File: config.mk
export PLATFORM = sky130hd
export DESIGN_NAME = led_panel_scan
export DESIGN_NICKNAME = d
export VERILOG_FILES = /design/src/rtl/led_panel_scan.sv
export SDC_FILE = /design/constraint.sdc
export NUM_CORES = 1
export LEC_CHECK = 0
export CORE_ASPECT_RATIO = 0.5
export CORE_MARGIN = 10
export CORE_UTILIZATION = 30
export DETAILED_ROUTE_END_ITERATION = 6
export PLACE_DENSITY = 0.57
export SLEW_MARGIN = 20
export SYNTH_ARGS = -nofsm -noshare
export SYNTH_HDL_FRONTEND = slang
export SYNTH_SLANG_ARGS = --single-unit
File: constraint.sdc
create_clock -name clk -period 2.35 [get_ports clk]
set_input_delay 0.47 -clock clk [delete_from_list [all_inputs] [get_ports clk]]
set_output_delay 0.47 -clock clk [all_outputs]
set_load 0.005 [all_outputs]
File: src/rtl/led_panel_scan.sv
// led_panel_scan
//   Scan-out reader for the two-half paint framebuffer. Both halves are read in
//   parallel through a shared address and shifted into a 64x64 HUB75 panel
//   (upper rows on R1G1B1, lower rows on R2G2B2). Brightness uses 4-plane
//   binary-code modulation: plane p is displayed for BASE_TICKS<<p cycles.
//   This block only reads the framebuffer.
//
// Ports
//   clk, reset      system clock, synchronous active-high reset
//   enable          run scan; sampled in IDLE and at the end of each display slot
//   rdata0/rdata1   MEM0/MEM1 read data (12'hRGB), valid 1 cycle after rd_addr
//   rd_addr         shared read address {row, col}
//   r1,g1,b1        upper-half pixel bits; r2,g2,b2 lower-half pixel bits
//   pclk            panel shift clock (data sampled on rising edge)
//   lat             panel latch strobe
//   oe_n            panel output enable, active-low
//   row_sel         panel row address A..E
//   frame_start     1-cycle pulse at the start of each frame
//
// Configuration
//   GAMMA_EN  when defined, each 4-bit channel goes through a fixed gamma LUT
//             before plane select (requires COLOR_BITS = 4).
module led_panel_scan #(
    parameter int NUM_COLS   = 64,
    parameter int HALF_ROWS  = 32,
    parameter int COLOR_BITS = 4,
    parameter int BASE_TICKS = 64
) (
    input  logic                                          clk,
    input  logic                                          reset,
    input  logic                                          enable,
    input  logic [3*COLOR_BITS-1:0]                       rdata0,
    input  logic [3*COLOR_BITS-1:0]                       rdata1,
    output logic [$clog2(HALF_ROWS)+$clog2(NUM_COLS)-1:0] rd_addr,
    output logic                                          r1,
    output logic                                          g1,
    output logic                                          b1,
    output logic                                          r2,
    output logic                                          g2,
    output logic                                          b2,
    output logic                                          pclk,
    output logic                                          lat,
    output logic                                          oe_n,
    output logic [$clog2(HALF_ROWS)-1:0]                  row_sel,
    output logic                                          frame_start
);
    localparam int COL_W  = $clog2(NUM_COLS);
    localparam int ROW_W  = $clog2(HALF_ROWS);
    localparam int PL_W   = (COLOR_BITS > 1) ? $clog2(COLOR_BITS) : 1;
    localparam int DW     = 3 * COLOR_BITS;
    localparam int TICK_W = $clog2(BASE_TICKS << (COLOR_BITS - 1)) + 1;

    typedef enum logic [1:0] {ST_IDLE, ST_SHIFT, ST_LATCH, ST_DISPLAY} state_t;

    state_t                   st_q, st_d;
    logic [ROW_W-1:0]         row_q, row_d;
    logic [PL_W-1:0]          plane_q, plane_d;
    logic [COL_W-1:0]         col_q, col_d;
    logic [1:0]               phase_q, phase_d;
    logic [TICK_W-1:0]        tick_q, tick_d;
    logic [ROW_W+COL_W-1:0]   rd_addr_q, rd_addr_d;
    logic [5:0]               rgb_q, rgb_d;          // {r1,g1,b1,r2,g2,b2}
    logic                     pclk_q, pclk_d;
    logic                     lat_q, lat_d;
    logic                     oe_n_q, oe_n_d;
    logic [ROW_W-1:0]         row_sel_q, row_sel_d;
    logic                     fs_q, fs_d;

    logic [DW-1:0]            d0, d1;
    logic [5:0]               plane_bits;
    logic [TICK_W-1:0]        disp_last;
    logic                     last_plane, last_row;

`ifdef GAMMA_EN
    localparam logic [3:0] GAMMA_LUT [16] = '{
        4'd0, 4'd0, 4'd0, 4'd1, 4'd1, 4'd1, 4'd2, 4'd2,
        4'd3, 4'd4, 4'd5, 4'd6, 4'd8, 4'd10, 4'd12, 4'd15
    };
`endif

    // Channel data as seen by the plane selector (gamma-corrected if enabled).
    always_comb begin
        d0 = rdata0;
        d1 = rdata1;
`ifdef GAMMA_EN
        for (int c = 0; c < 3; c++) begin
            d0[c*COLOR_BITS +: COLOR_BITS] = GAMMA_LUT[rdata0[c*COLOR_BITS +: COLOR_BITS]];
            d1[c*COLOR_BITS +: COLOR_BITS] = GAMMA_LUT[rdata1[c*COLOR_BITS +: COLOR_BITS]];
        end
`endif
    end

    // Pick bit <plane> of each channel: R = d[2*CB+p], G = d[CB+p], B = d[p].
    always_comb begin
        plane_bits = '0;
        for (int p = 0; p < COLOR_BITS; p++) begin
            if (plane_q == PL_W'(p)) begin
                plane_bits = {d0[2*COLOR_BITS+p], d0[COLOR_BITS+p], d0[p],
                              d1[2*COLOR_BITS+p], d1[COLOR_BITS+p], d1[p]};
            end
        end
    end

    assign disp_last  = (TICK_W'(BASE_TICKS) << plane_q) - TICK_W'(1);
    assign last_plane = (plane_q == PL_W'(COLOR_BITS - 1));
    assign last_row   = (row_q == ROW_W'(HALF_ROWS - 1));

    always_comb begin
        st_d      = st_q;
        row_d     = row_q;
        plane_d   = plane_q;
        col_d     = col_q;
        phase_d   = phase_q;
        tick_d    = tick_q;
        rd_addr_d = rd_addr_q;
        rgb_d     = rgb_q;
        pclk_d    = pclk_q;
        lat_d     = 1'b0;
        oe_n_d    = 1'b1;
        row_sel_d = row_sel_q;
        fs_d      = 1'b0;

        case (st_q)
            ST_IDLE: begin
                rgb_d  = '0;
                pclk_d = 1'b0;
                if (enable) begin
                    st_d    = ST_SHIFT;
                    row_d   = '0;
                    plane_d = '0;
                    col_d   = '0;
                    phase_d = '0;
                    fs_d    = 1'b1;
                end
            end

            ST_SHIFT: begin
                phase_d = phase_q + 2'd1;
                case (phase_q)
                    2'd0: begin
                        rd_addr_d = {row_q, col_q};
                        pclk_d    = 1'b0;
                    end
                    2'd1: pclk_d = 1'b0;          // memory access cycle
                    2'd2: rgb_d  = plane_bits;    // data settles a cycle before pclk rises
                    default: begin
                        pclk_d = 1'b1;
                        col_d  = col_q + COL_W'(1);
                        if (col_q == COL_W'(NUM_COLS - 1)) begin
                            st_d  = ST_LATCH;
                            col_d = '0;
                        end
                    end
                endcase
            end

            ST_LATCH: begin
                pclk_d    = 1'b0;
                lat_d     = 1'b1;
                row_sel_d = row_q;
                tick_d    = '0;
                st_d      = ST_DISPLAY;
            end

            default: begin
                // oe_n is driven low on every display edge, so the registered
                // output is low for exactly BASE_TICKS<<plane cycles; the last
                // of them overlaps the first cycle of the following state.
                oe_n_d = 1'b0;
                tick_d = tick_q + TICK_W'(1);
                if (tick_q == disp_last) begin
                    if (last_plane) begin
                        plane_d = '0;
                        row_d   = last_row ? '0 : row_q + ROW_W'(1);
                    end else begin
                        plane_d = plane_q + PL_W'(1);
                    end
                    if (enable) begin
                        st_d    = ST_SHIFT;
                        phase_d = '0;
                        col_d   = '0;
                        fs_d    = last_plane && last_row;   // wrapping to row 0, plane 0
                    end else begin
                        st_d  = ST_IDLE;
                        rgb_d = '0;
                    end
                end
            end
        endcase
    end

    always_ff @(posedge clk) begin
        if (reset) begin
            st_q      <= ST_IDLE;
            row_q     <= '0;
            plane_q   <= '0;
            col_q     <= '0;
            phase_q   <= '0;
            tick_q    <= '0;
            rd_addr_q <= '0;
            rgb_q     <= '0;
            pclk_q    <= 1'b0;
            lat_q     <= 1'b0;
            oe_n_q    <= 1'b1;
            row_sel_q <= '0;
            fs_q      <= 1'b0;
        end else begin
            st_q      <= st_d;
            row_q     <= row_d;
            plane_q   <= plane_d;
            col_q     <= col_d;
            phase_q   <= phase_d;
            tick_q    <= tick_d;
            rd_addr_q <= rd_addr_d;
            rgb_q     <= rgb_d;
            pclk_q    <= pclk_d;
            lat_q     <= lat_d;
            oe_n_q    <= oe_n_d;
            row_sel_q <= row_sel_d;
            fs_q      <= fs_d;
        end
    end

    assign rd_addr                  = rd_addr_q;
    assign {r1, g1, b1, r2, g2, b2} = rgb_q;
    assign pclk                     = pclk_q;
    assign lat                      = lat_q;
    assign oe_n                     = oe_n_q;
    assign row_sel                  = row_sel_q;
    assign frame_start              = fs_q;

endmodule

After elaboration in Yosys (flattened, before gate mapping) --
Cells that the tools add are included.
Storage, ports and cells: register bits 53, input bits 27
Cells by class: add/sub/neg operators 6, equality and inequality tests 16, shift operators 1, multiplexer cells 40, bitwise logic cells 2, reductions and logical operators 23
Operators by type and width (count):
- 6-bit 2-to-1 mux | 11
- 6-bit one-hot mux with 3 select lines | 2
- 5-bit 2-to-1 mux | 4
- 10-bit one-hot mux with 2 select lines | 1
- 2-bit 2-to-1 mux | 9
- 2-bit one-hot mux with 3 select lines | 2
- 4-bit AND reduction | 3
- 10-bit by 1-bit adder with 10-bit output, second input constant | 1
- 10-bit equality test | 1
- 5-bit one-hot mux with 2 select lines | 1
- 7-bit by 2-bit left shift with 10-bit output, first input constant | 1
- 10-bit by 2-bit subtractor with 10-bit output, second input constant | 1
- 2-bit equality test, second input constant | 4
- 2-bit inequality test, second input constant | 4
- 2-bit OR reduction | 4
- 6-bit by 1-bit adder with 6-bit output, second input constant | 1
- 2-bit by 1-bit equality test with 1-bit output, second input constant | 3
- 6-bit equality test, second input constant | 1
- 2-bit logical NOT | 3
- 1-bit 2-to-1 mux | 6
- 1-bit one-hot mux with 2 select lines | 3
- 2-bit AND reduction | 3
- 3-bit AND reduction | 2
- 2-bit nonzero test | 3
- 11 further kinds | 14

Longest topological paths before layout --
word-level depth 7, mapped depth 8

Least setup slack after synthesis --
OpenSTA, ideal clock, no wires.
path kind register to register, start point register plane_q[1], end point register rgb_q[5], setup time 0.133 ns, data arrival time 1.936 ns, required time 2.217 ns, slack 0.282 ns, cell stages (with the launch flop) 7, buffers on the path 0, cell sequence dfxtp_1 > ha_1 > xor2_1 > mux2i_2 > a311oi_4 > a2111oi_4 > o32ai_2
On the way: longest elaborated chain between the ends 7, elaborated cells on any way between the ends 15, classes of those cells add/sub: 1; eq/ne: 4; shift: 1; mux: 6; reduce/logical: 3
Ends and longest elaborated chain:
- start, declared | line 57 | logic [PL_W-1:0] plane_q, plane_d;
- start signal, assigned | line 210 | plane_q <= plane_d;
- parallel branches: the longest is 7 deep, another holds 10-bit by 2-bit subtractor with 10-bit output
- end signal, assigned | line 215 | rgb_q <= rgb_d;
- end, declared | line 62 | logic [5:0] rgb_q, rgb_d;
Parallel ways; which one is timed is not known. The select of a mux whose other input is x is not followed. A chain may end at the register's enable or synchronous reset.

Final worst setup path --
start point register plane_q[0], end point register plane_q[0]
On the way: longest elaborated chain between the ends 5, elaborated cells on any way between the ends 10, classes of those cells add/sub: 2; eq/ne: 2; shift: 1; mux: 3; reduce/logical: 2
Ends and longest elaborated chain:
- 7-bit by 2-bit left shift with 10-bit output | line 104 | assign disp_last = (TICK_W'(BASE_TICKS) << plane_q) - TICK_W'(1);
- 10-bit by 2-bit subtractor with 10-bit output | line 104
- 10-bit equality test | line 171 | if (tick_q == disp_last) begin
- 2-bit nonzero test (no source line)
- 3-bit AND reduction (no source line)
Several ways; a longest one is shown, not always the timed one. The select of a mux whose other input is x is not followed.

==> impl_results.md <==
- Status: completed
- Die Wd: 155 microns
- Final TNS setup: 0 ps
- Top Metal Used: met4
- Slew Viols, Final: 0
- Flop pwr share: 0.357
- Pin count of the biggest net entering global routing: 18
- Routability Congestion: ~0.8
- Die area: roughly 14000 sq um
- CP delay by family, top: simple AND/OR/NAND/NOR gates
- Async SR Flop Fraction: 0
- Critical path cell sequence: ha_1 -> xor2_1 -> mux2i_4 -> nand3_1 -> or4_1 -> o31ai_1
- Max-cap violations: 0
- Crit path buffers/inverters: 0
- Synth cell types: 50
- Sequential-to-total area share from yosys stat: 0.387
- Slowest-stage cell, CP: or4_1
- Synth Net Count: 369
- Total grt overflow: 0
- Gr usage total: 0.108
- FMAX: 459 MHz
- Hold WC Path Type: reg -> reg
- Ys flop type: dfxtp_1
- Crit path depth: 6
- Clock Power Share: 0.271
- #FFs+latches synth: 53
- Lkg Pwr: 1.30 nW
- DR pass1 iterations: 4
- CTS clk-pin slew, worst paths: 70 ps
- Core Util, Final: 0.414
- Starting Density: 0.311
- # clock sinks: 53
- IO Pins: 53
- Number of synthesized flops with an enable pin: 0
- WP data arrival: 2400 ps
- Core area: around 8800 sq um
- Fin crit share: 0.928
- WL met3: 196 microns
- Port-buffer cells: between 50 and 60
- WHS Path Cells: 2
- First-pass GRT wire length: 12200 microns
- Clk buf depth: 2
- Max Fanout on Critical Path: 5
- Diode count: 0
- WL per Instance: about 14 microns
- Commonest non-fill, non-tap cells in the layout: nand2_1 (53), dfxtp_1 (53), clkdlybuf4s50_1 (52)
- Sw Share: 0.354
- Syn-to-layout area delta: 32.9%
- Inst Count DP: 497
- DRT iter0 DRCs: approximately 140
- Min Tclk post-route: 2180 ps
- Slew HR: 0.698
- Worst-Margin Slew: ~450 ps
- Antenna violations before repair: 0
- Synth warn: 0
- RSZ-0062 raised after global routing: no
- CP startpoint kind: register
- Vias in the first global route: ~2400
- Die height: 87.6 microns
- Sw power: 977 uW
- Met2 WL: 3390 microns
- Avg Inst Size Synth: about 8.4 sq um
- Met1 WL: 3610 microns
- Synth Cell Area: 2740 sq um
- Finished Layout Cells: approximately 510
- Worst IR Drop VDD: 0.338 mV
- Num rows: 24
- Layout cells sized above 1: 0.100
- Clock Skew: 9.80 ps
- CTS tree: built
- CTS buffer count: 5
- DP HPWL: 5550 microns
- Via density: between 4 and 5
- Crit Path Category: reg -> reg
- CTS Hold Buffers Added: 0
- Hold Violations, Final: 0
- H-Tree Level Count: 2
- Crit. End Element: register
- PD cells: ~760 nW/um^2
- Largest stage delay, worst path: 500 ps
- Combinational share of power: 0.372
- Clock Root Buffer: clkbuf_16
- CP Data Required Time: between 2000 and 3000 ps
- Internal power: 1.79 mW
- Cell count after synthesis: around 330
- Vias post-DR: around 2500
- Final Setup Violations: 0
- Reg2reg path depth: 6
- WL final: 7290 microns
- Post-route ant nets: 0
- Final net count: around 430
- Post-route DRC: 0
- Clk Latency, worst-skew pair: 300 ps
[cells by family (layout without fill, tap and decap cells)]
| family | Yosys count | count (layout) | synth area share |
|---|---|---|---|
| mux | 7 | 7 | 0.0269 |
| flops | 53 | 53 | 0.387 |
| simple gates | 131 | 131 | 0.235 |
| xor+xnor | 10 | 10 | 0.0320 |
| buf+inv | 28 | 92 | 0.0388 |
| compound gates | 79 | 79 | 0.203 |
| fa+ha+maj | 17 | 17 | 0.0776 |
[cell usage after synthesis, types with 2 or more instances]
master,count,area [sq um]
a311oi_2,2,30.0
a21oi_1,27,135
nor2_1,19,71.3
nand2b_1,5,31.3
o22ai_1,6,37.5
a31oi_1,6,37.5
nor2_2,2,12.5
inv_1,15,56.3
clkbuf_1,12,45.0
nand4_1,5,31.3
mux2i_1,6,60.1
nor3_1,8,40.0
o31ai_1,3,22.5
nor4_1,2,12.5
and3_1,4,25.0
nor2b_1,9,56.3
a221oi_1,5,43.8
nand3_1,7,35.0
or4_1,2,15.0
o21a_1,2,15.0
or3_1,4,25.0
and2_1,2,12.5
dfxtp_1,53,1060
ha_1,17,213
xnor2_1,4,35.0
or2_2,2,12.5
o21ai_0,15,75.1
a21o_1,2,15.0
xor2_1,6,52.6
nand2_1,53,199
[registers in the layout, indices dropped and copies added (netlist names), 2 cells and up]
name     count
rd_addr     11
plane_q      2
rgb_q        6
row_q        5
col_q        6
st_q         2
row_sel      5
phase_q      2
tick_q      10
[worst reg2reg max path, cell delays in order (launching register included)]
cell and delay (ps):
dfxtp_1 410, ha_1 200, xor2_1 320, mux2i_4 390, nand3_1 210, or4_1 500
o31ai_1 70
[final cells by class]
cell class | count | area (sq um)
tap | 117 | 146
clock inverter | 3 | 22.5
clock buffer | 5 | 125
multi-input combinational | 244 | 1580
timing repair buffer | 69 | 648
sequential | 53 | 1060
fill | 879 | 5160
inverter | 15 | 56.3
[routing by layer]
layer	vias to the layer above	global-route usage
li1	1277	-
met1	1154	0.138
met2	25	0.177
met3	8	0.0245
met4	0	0.0375
met5	-	0
[repair_timing]
action	CTS	global route
gates resized for setup	0	1
endpoints found under the hold margin	0	0
setup buffers	0	1
endpoints found under the setup margin	0	7
[per-stage QoR]
step                area (sq um)  setup slack, ps  hold WS, ps  power [mW]
floorplan                   2740              282          453        1.66
global placement            3480              158          445        2.01
detailed placement          3480             90.7          446        2.00
CTS                         3620             60.2          456        2.76
global route                3640             32.0          485        2.94
finish                      3640              170          454        2.76
[power groups by stage]
| stage | logic (mW) | clock network, mW | registers (mW) |
|---|---|---|---|
| floorplan | 0.667 | 0 | 0.998 |
| global placement | 1.00 | 0 | 1.01 |
| detailed placement | 0.997 | 0 | 1.01 |
| CTS | 1.00 | 0.773 | 0.986 |
| global route | 1.14 | 0.812 | 0.994 |
| finish | 1.03 | 0.749 | 0.986 |
[worst paths after layout]
path | startpoint | end | slack, ps
setup / recovery | plane_q[0]$_SDFFE_PP0P_ | plane_q[0]$_SDFFE_PP0P_ | 170
hold / removal | rd_addr[10]$_SDFFE_PP0P_ | rd_addr[10]$_SDFFE_PP0P_ | 450
hold reg to reg | rd_addr[10]$_SDFFE_PP0P_ | rd_addr[10]$_SDFFE_PP0P_ | 450
setup reg to reg | plane_q[0]$_SDFFE_PP0P_ | plane_q[0]$_SDFFE_PP0P_ | 170
Power figures use the tool's default switching activity.
